**src/rtl/div_unit.sv**
```systemverilog
// 32-bit restoring divider for the MIPS HI/LO path: signed DIV and unsigned DIVU.
// Fixed 34-cycle latency, 1-cycle completion on divide-by-zero, and cancel on pipeline flush.
module div_unit (
    input  logic        clk,
    input  logic        rst,
    input  logic        start,
    input  logic        is_signed,
    input  logic [31:0] dividend,
    input  logic [31:0] divisor,
    input  logic        cancel,
    output logic        busy,
    output logic        done,
    output logic [31:0] quotient,
    output logic [31:0] remainder,
    output logic        div_by_zero
);

    typedef enum logic [1:0] {StIdle, StCalc, StFix, StDone} state_e;

    state_e      state_q, state_d;
    logic [4:0]  count_q, count_d;
    logic [32:0] prem_q, prem_d;
    logic [31:0] work_q, work_d;
    logic [31:0] dvs_q, dvs_d;
    logic        neg_quo_q, neg_quo_d;
    logic        neg_rem_q, neg_rem_d;
    logic [31:0] quotient_q, quotient_d;
    logic [31:0] remainder_q, remainder_d;
    logic        dbz_q, dbz_d;

    logic        a_neg, b_neg, accept;
    logic [31:0] a_mag, b_mag;
    logic [32:0] shifted;
    logic [33:0] diff;

    always_comb begin
        a_neg   = is_signed & dividend[31];
        b_neg   = is_signed & divisor[31];
        a_mag   = a_neg ? (32'd0 - dividend) : dividend;
        b_mag   = b_neg ? (32'd0 - divisor) : divisor;
        shifted = {prem_q[31:0], work_q[31]};
        // Extra headroom bit so the borrow is unambiguous for any 33-bit shifted value.
        diff    = {1'b0, shifted} - {2'b00, dvs_q};
        accept  = start & ((state_q == StIdle) | (state_q == StDone));
    end

    always_comb begin
        state_d     = state_q;
        count_d     = count_q;
        prem_d      = prem_q;
        work_d      = work_q;
        dvs_d       = dvs_q;
        neg_quo_d   = neg_quo_q;
        neg_rem_d   = neg_rem_q;
        quotient_d  = quotient_q;
        remainder_d = remainder_q;
        dbz_d       = dbz_q;

        unique case (state_q)
            StCalc: begin
                if (diff[33]) begin
                    prem_d = shifted;
                    work_d = {work_q[30:0], 1'b0};
                end else begin
                    prem_d = diff[32:0];
                    work_d = {work_q[30:0], 1'b1};
                end
                count_d = count_q + 5'd1;
                if (count_q == 5'd31) begin
                    state_d = StFix;
                end
            end
            StFix: begin
                quotient_d  = neg_quo_q ? (32'd0 - work_q) : work_q;
                remainder_d = neg_rem_q ? (32'd0 - prem_q[31:0]) : prem_q[31:0];
                state_d     = StDone;
            end
            StDone: state_d = StIdle;
            default: ;
        endcase

        if (accept) begin
            if (divisor == 32'd0) begin
                state_d     = StDone;
                quotient_d  = 32'hFFFF_FFFF;
                remainder_d = dividend;
                dbz_d       = 1'b1;
            end else begin
                state_d   = StCalc;
                count_d   = 5'd0;
                prem_d    = 33'd0;
                work_d    = a_mag;
                dvs_d     = b_mag;
                neg_quo_d = a_neg ^ b_neg;
                neg_rem_d = a_neg;
                dbz_d     = 1'b0;
            end
        end

        // A flush wins over everything and leaves the architectural results untouched.
        if (cancel) begin
            state_d     = StIdle;
            count_d     = 5'd0;
            quotient_d  = quotient_q;
            remainder_d = remainder_q;
            dbz_d       = dbz_q;
        end
    end

    always_ff @(posedge clk) begin
        if (!rst) begin
            state_q     <= StIdle;
            count_q     <= 5'd0;
            prem_q      <= 33'd0;
            work_q      <= 32'd0;
            dvs_q       <= 32'd0;
            neg_quo_q   <= 1'b0;
            neg_rem_q   <= 1'b0;
            quotient_q  <= 32'd0;
            remainder_q <= 32'd0;
            dbz_q       <= 1'b0;
        end else begin
            state_q     <= state_d;
            count_q     <= count_d;
            prem_q      <= prem_d;
            work_q      <= work_d;
            dvs_q       <= dvs_d;
            neg_quo_q   <= neg_quo_d;
            neg_rem_q   <= neg_rem_d;
            quotient_q  <= quotient_d;
            remainder_q <= remainder_d;
            dbz_q       <= dbz_d;
        end
    end

    assign busy        = (state_q == StCalc) || (state_q == StFix);
    assign done        = (state_q == StDone);
    assign quotient    = quotient_q;
    assign remainder   = remainder_q;
    assign div_by_zero = dbz_q;

endmodule
```
**config.mk**
```make
export PLATFORM = sky130hd
export DESIGN_NAME = div_unit
export DESIGN_NICKNAME = d
export VERILOG_FILES = /design/src/rtl/div_unit.sv
export SDC_FILE = /design/constraint.sdc
export NUM_CORES = 1
export LEC_CHECK = 0
export ABC_CLOCK_PERIOD_IN_PS = 4050
export CAP_MARGIN = 40
export CORE_MARGIN = 2
export CORE_UTILIZATION = 40
export CTS_CLUSTER_DIAMETER = 150
export DETAILED_ROUTE_END_ITERATION = 8
export SYNTH_ARGS = -nofsm -noshare
export SYNTH_HDL_FRONTEND = slang
export SYNTH_SLANG_ARGS = --single-unit
```
**constraint.sdc**
```tcl
create_clock -name clk -period 4.05 [get_ports clk]
set_clock_uncertainty 0.1 [all_clocks]
set_input_delay 0.81 -clock clk [delete_from_list [all_inputs] [get_ports clk]]
set_output_delay 0.81 -clock clk [all_outputs]
set_load 0.01 [all_outputs]
```
# [Yosys cells after proc, flatten, opt, wreduce, memory -nomap -nowiden]
# Index checks and enable logic that the tools add are counted.
[word_totals] register_bits=171 in_bits=69 output_inout_bits=67 word_cells=63
[op_classes] addsub=6 eq_ne=5 n_mux=26 bitwise=8 reduce_logical=8
[ops] op="32-bit two-way mux" count=13
[ops] op="33-bit two-way mux" count=4
[ops] op="1-bit by 32-bit subtractor with 32-bit output (first input constant)" count=4
[ops] op="33-bit by 32-bit subtractor with 34-bit output" count=1
[ops] op="32-bit logical NOT" count=1
[ops] op="5-bit two-way mux" count=3
[ops] op="2-bit two-way mux" count=3
[ops] op="2-bit one-hot mux with 3 select lines" count=1
[ops] op="2-bit AND reduction" count=3
[ops] op="5-bit by 1-bit adder with 5-bit output (second input constant)" count=1
[ops] op="5-bit equality test (second input constant)" count=1
[ops] op="2-bit equality test (second input constant)" count=2
[ops] op="4-bit nonzero test" count=1
[ops] op="1-bit AND" count=3
[ops] op="3-bit != test (second input constant)" count=1
[ops] op="1-bit inverter" count=3
[ops] op="2-bit by 1-bit equality test with 1-bit output (second input constant)" count=1
[ops] op="2-bit logical NOT" count=1
[ops] op="1-bit two-way mux" count=2
[ops] op="2-bit OR reduction" count=1
[ops] op="1-bit logical OR" count=1
[ops] op="1-bit OR" count=1
[ops] op="1-bit XOR" count=1

# [Logic depth before layout (Yosys ltp)]
[logic_depth] depth_word=5 mapped_depth=13 depth_no_buf=12

# [Worst setup path before layout]
# Ideal clock, no wire load.
[synth_path] kind="input port to flip-flop" startpoint="in divisor[6]" endpoint="reg remainder_q[20], in the netlist remainder[20]" setup_time_ns=0.116 arrival_time_ns=3.118 required_ns=3.834 slack_ns=0.716 stages=9 n_path_buf=2 path_cell_list="or4_1 -> or3_1 -> nor2_2 -> nand3_1 -> nor2_1 -> clkbuf_1 -> clkbuf_1 -> o21ai_0 -> o211a_1"
[synth_between] elab_chain_cells=3
[synth_lines] item="from (decl)" line="9" source="input logic [31:0] divisor,"
[synth_lines] item="32-bit logical NOT" line="83" source="if (divisor == 32'd0) begin"
[synth_lines] item="32-bit two-way mux" line="83"
[synth_lines] item="32-bit two-way mux" line="82" source="if (accept) begin"
[synth_lines] item="to (signal assigned)" line="131" source="remainder_q <= remainder_d;"
[synth_lines] item="to (decl)" line="28" source="logic [31:0] remainder_q, remainder_d;"
# Every way passes these cells.
# A chain may end at the register's enable or synchronous reset.

# [Worst setup path in the final report]
[layout_path] startpoint="reg work_q[31]" endpoint="reg prem_q[30]"
[layout_between] elab_chain_cells=5
[layout_lines] item="from (decl)" line="23" source="logic [31:0] work_q, work_d;"
[layout_lines] item="from (signal assigned)" line="126" source="work_q <= work_d;"
[layout_lines] item="33-bit by 32-bit subtractor with 34-bit output *" line="43" source="diff = {1'b0, shifted} - {2'b00, dvs_q};"
[layout_lines] item="33-bit two-way mux *" line="61" source="if (diff[33]) begin"
[layout_lines] item="33-bit two-way mux *" line="59" source="unique case (state_q)"
[layout_lines] item="33-bit two-way mux" line="83"
[layout_lines] item="33-bit two-way mux *" line="82"
[layout_lines] item="to (signal assigned)" line="125" source="prem_q <= prem_d;"
[layout_lines] item="to (decl)" line="22" source="logic [32:0] prem_q, prem_d;"
# Mark *: on every way between the ends. The rest lies on a longest branch, timed or not.

==> impl_summary.txt <==
----------------------------------------------------
[Run status]
  Run status ... completed

[Routing]
  Drt first pass iters ... 5
  Antenna-violating nets left ... 0
  Wire length per cell ... 18.9 um
  Total routed wirelength ... 36900 um
  Count of routing violations after the opening detailed-route iteration ... 778
  DRC violation count after routing ... 0
  Overall via count from detail_route ... 11100
  Average via count per standard cell ... 5.66

[Yosys]
  Synth Net Count ... 1570
  FF+latch count, synth ... 170
  Ys flop type ... sky130_fd_sc_hd__dfxtp_1
  Number of enable flip-flop cells after synthesis ... 0
  Post-synthesis average cell area ... 7.78 um^2
  Cell variety after synth ... 66
  Post-synthesis instance area ... 11300 um^2
  Total of warnings raised by yosys ... 0
  Synthesized instance count ... 1458
  Share of synthesized flip-flops with an asynchronous set or reset ... 0%
  Part of the Yosys area used for sequential elements ... 30.0%

[Die]
  Floorplan Core Area ... 27900 um^2
  Core Rows ... 61
  Die Footprint ... 29700 um^2
  Die W ... 172 um
  Starting utilization of the core area ... 40.7%
  I/O Pins ... 136
  Chip Height ... 172 um

[CTS]
  Max Buffers Root-to-Sink ... 2
  Number of buffers inserted by hold repair at cts ... 0
  Number of clock sinks ... 170
  Postcts setup bufs ... 0
  Total number of H-tree levels ... 4
  CTS tree ... yes
  Clock buffer count from CTS ... 17
  Cell chosen for the clock root ... sky130_fd_sc_hd__clkbuf_16
  Clock slew at reported path FFs ... 70 ps
  Post-cts gate resize count ... 0
  Clock latency on the worst-skew pair ... 440 ps

[Pwr]
  Pint ... 3450 uW
  Ratio of total power to cell area ... 390 nW/um^2
  Logic pwr share ... 31.7%
  Tot Pwr ... 5390 uW
  Clock power share ... 32.1%
  Lkg Pwr ... 0.00555 uW
  Maximum VDD drop ... 293 uV
  Switching power ... 1950 uW
  Sw frac ... 36.1%
  Share of power burned in registers ... 36.3%

[Final layout]
  Fraction of final layout cells with drive strength greater than 1 ... 6.28%
  Footprint of the flip-flops and latches ... 3400 um^2
  Area occupied by multi-input gates ... 7400 um^2
  Utilization after layout ... 49.6%
  Number of standard cells in the final layout excluding fillers ... 1954
  Filler cell count ... 2780
  Growth of design area from synthesis to finish ... 21.9%
  Commonest cells after routing, fill and taps aside ... sky130_fd_sc_hd__dfxtp_1, sky130_fd_sc_hd__nand2_1, sky130_fd_sc_hd__a21oi_1
  NumNets Final ... 1675
  Number of diodes ... 0
  Most common library cell in the layout ignoring fill and taps ... sky130_fd_sc_hd__dfxtp_1

[Global routing]
  Antenna violations before repair ... 0
  Leftover overflow at the end of global routing ... 0
  Via count of the first global-routing pass ... 10300
  Global routing usage summed across all routing layers ... 25.0%
  Pin count of the biggest net entering global routing ... 60
  Wire length of the first global-routing pass ... 57300 um

[Timing]
  Number of hold violations in the final report ... 0
  Maximum clock frequency ... 277 MHz
  Setup-violating endpoint count in the final report ... 0
  Count of pins over their slew limit ... 0
  Setup total negative slack ... 0 ps
  Setup repair after global routing missed its margin ... false
  Tcrit/Tclk final ... 89.1%
  Min Clock Period, post-route ... 3610 ps
  Headroom to the max-slew limit ... 45.5%
  Slew at the pin closest to its max-slew limit ... 817 ps
  Min setup slack post-route ... 440 ps

[Setup path]
  Type of element capturing the critical path ... register
  Required arrival time at the worst endpoint ... 4310 ps
  Kind of critical path ... register to register
  Category of the worst setup path launch point ... register
  Arrival time worst endpoint ... 3870 ps
  Largest fanout of any net on the critical path ... 3

[Place]
  IO Port Bufs ... 135
  Minimum setup slack after placement ... 121 ps
  GPL Wtd Cong ... 0.916
  Placed cells ... 1922
  HPWL reported at the end of detailed placement ... 28300 um

[Hold path]
  Hold Path Class ... register to register

[Flow run]
  Number of max-cap violations ... 0

----------------------------------------------------
==> registers in the layout, summed over array words and instances, names as in the netlist <==
| register | flops |
|---|---|
| work_q | 32 |
| neg_quo_q | 1 |
| count_q | 5 |
| remainder | 32 |
| state_q | 2 |
| quotient | 32 |
| neg_rem_q | 1 |
| div_by_zero | 1 |
| prem_q | 32 |
| dvs_q | 32 |
==> cells by family after synthesis <==
family / share of synthesized area, %
buffers and inverters: 5.05
xor gates and xnor gates: 11.3
muxes: 3.53
DFF: 30.0
AOI/OAI and AO/OA: 27.0
and+or+nand+nor: 18.3
adders and majority gates: 4.81
==> metrics by stage <==
stage	hold WS [ps]	area [um^2]
2_1_floorplan	340	11300
3_3_place_gp	353	13200
3_5_place_dp	358	13200
4_1_cts	368	13800
5_1_grt	396	13800
6_report	364	13800
==> worst paths after layout <==
path,from,to,slack [ps],depth (start not counted)
setup / recovery,work_q[31]$_SDFF_PN0_,prem_q[30]$_SDFF_PN0_,440,13
setup reg to reg,work_q[31]$_SDFF_PN0_,prem_q[30]$_SDFF_PN0_,440,13
hold reg to reg,dvs_q[18]$_SDFFE_PN0P_,dvs_q[18]$_SDFFE_PN0P_,360,2
hold / removal,dvs_q[18]$_SDFFE_PN0P_,dvs_q[18]$_SDFFE_PN0P_,360,2
==> worst max-delay path, cell delays in order, from the launching register on <==
cell and delay (ps):
sky130_fd_sc_hd__dfxtp_1 390, sky130_fd_sc_hd__inv_1 160, sky130_fd_sc_hd__ha_1 260, sky130_fd_sc_hd__fa_1 400
sky130_fd_sc_hd__nand2b_1 180, sky130_fd_sc_hd__a21oi_1 220, sky130_fd_sc_hd__o211ai_1 210, sky130_fd_sc_hd__a211oi_1 260
sky130_fd_sc_hd__buf_4 170, sky130_fd_sc_hd__a21oi_1 130, sky130_fd_sc_hd__o41ai_1 440, sky130_fd_sc_hd__xnor2_1 170
sky130_fd_sc_hd__or3_1 360, sky130_fd_sc_hd__o21ai_0 70
==> power groups by stage <==
stage | Combinational, uW | Clock [uW] | Sequential (uW)
after floorplan | 1150 | 0 | 1970
after global placement | 1670 | 0 | 2000
after detailed placement | 1700 | 0 | 1990
after CTS | 1700 | 1760 | 1950
after global routing | 1890 | 1840 | 1980
final | 1710 | 1730 | 1960
==> per-layer routing <==
metal	vias up	routed length, um	track usage [%]
met5	-	0	0
met3	59	1790	3.75
met2	334	16900	41.0
met4	0	1280	9.35
met1	5216	16900	33.1
li1	5455	-	-
==> cells in the mapped netlist (26+ instances only) <==
cell | n | share of area, %
sky130_fd_sc_hd__dfxtp_1 | 170 | 30
sky130_fd_sc_hd__nand2_1 | 169 | 5.6
sky130_fd_sc_hd__a21oi_1 | 136 | 6.0
sky130_fd_sc_hd__o21ai_0 | 123 | 5.4
sky130_fd_sc_hd__clkbuf_1 | 90 | 3.0
sky130_fd_sc_hd__nor2_1 | 89 | 2.9
sky130_fd_sc_hd__xor2_1 | 87 | 6.7
sky130_fd_sc_hd__xnor2_1 | 60 | 4.6
sky130_fd_sc_hd__inv_1 | 58 | 1.9
sky130_fd_sc_hd__ha_1 | 42 | 4.6
sky130_fd_sc_hd__mux2i_1 | 40 | 3.5
sky130_fd_sc_hd__o211a_1 | 40 | 3.5
sky130_fd_sc_hd__o31ai_1 | 38 | 2.5
sky130_fd_sc_hd__o211ai_1 | 30 | 2.0
sky130_fd_sc_hd__or3_1 | 27 | 1.5
sky130_fd_sc_hd__and3_1 | 26 | 1.4
==> cell type report <==
type,count,area share (%)
flip-flops and latches,170,24.6
inverters,58,1.57
well taps,378,3.42
clock inverters,15,1.39
repair buffers,180,12.4
multi-input cells,1136,53.5
clock buffers,17,3.08
No activity file was read; power rests on OpenSTA's default activity.
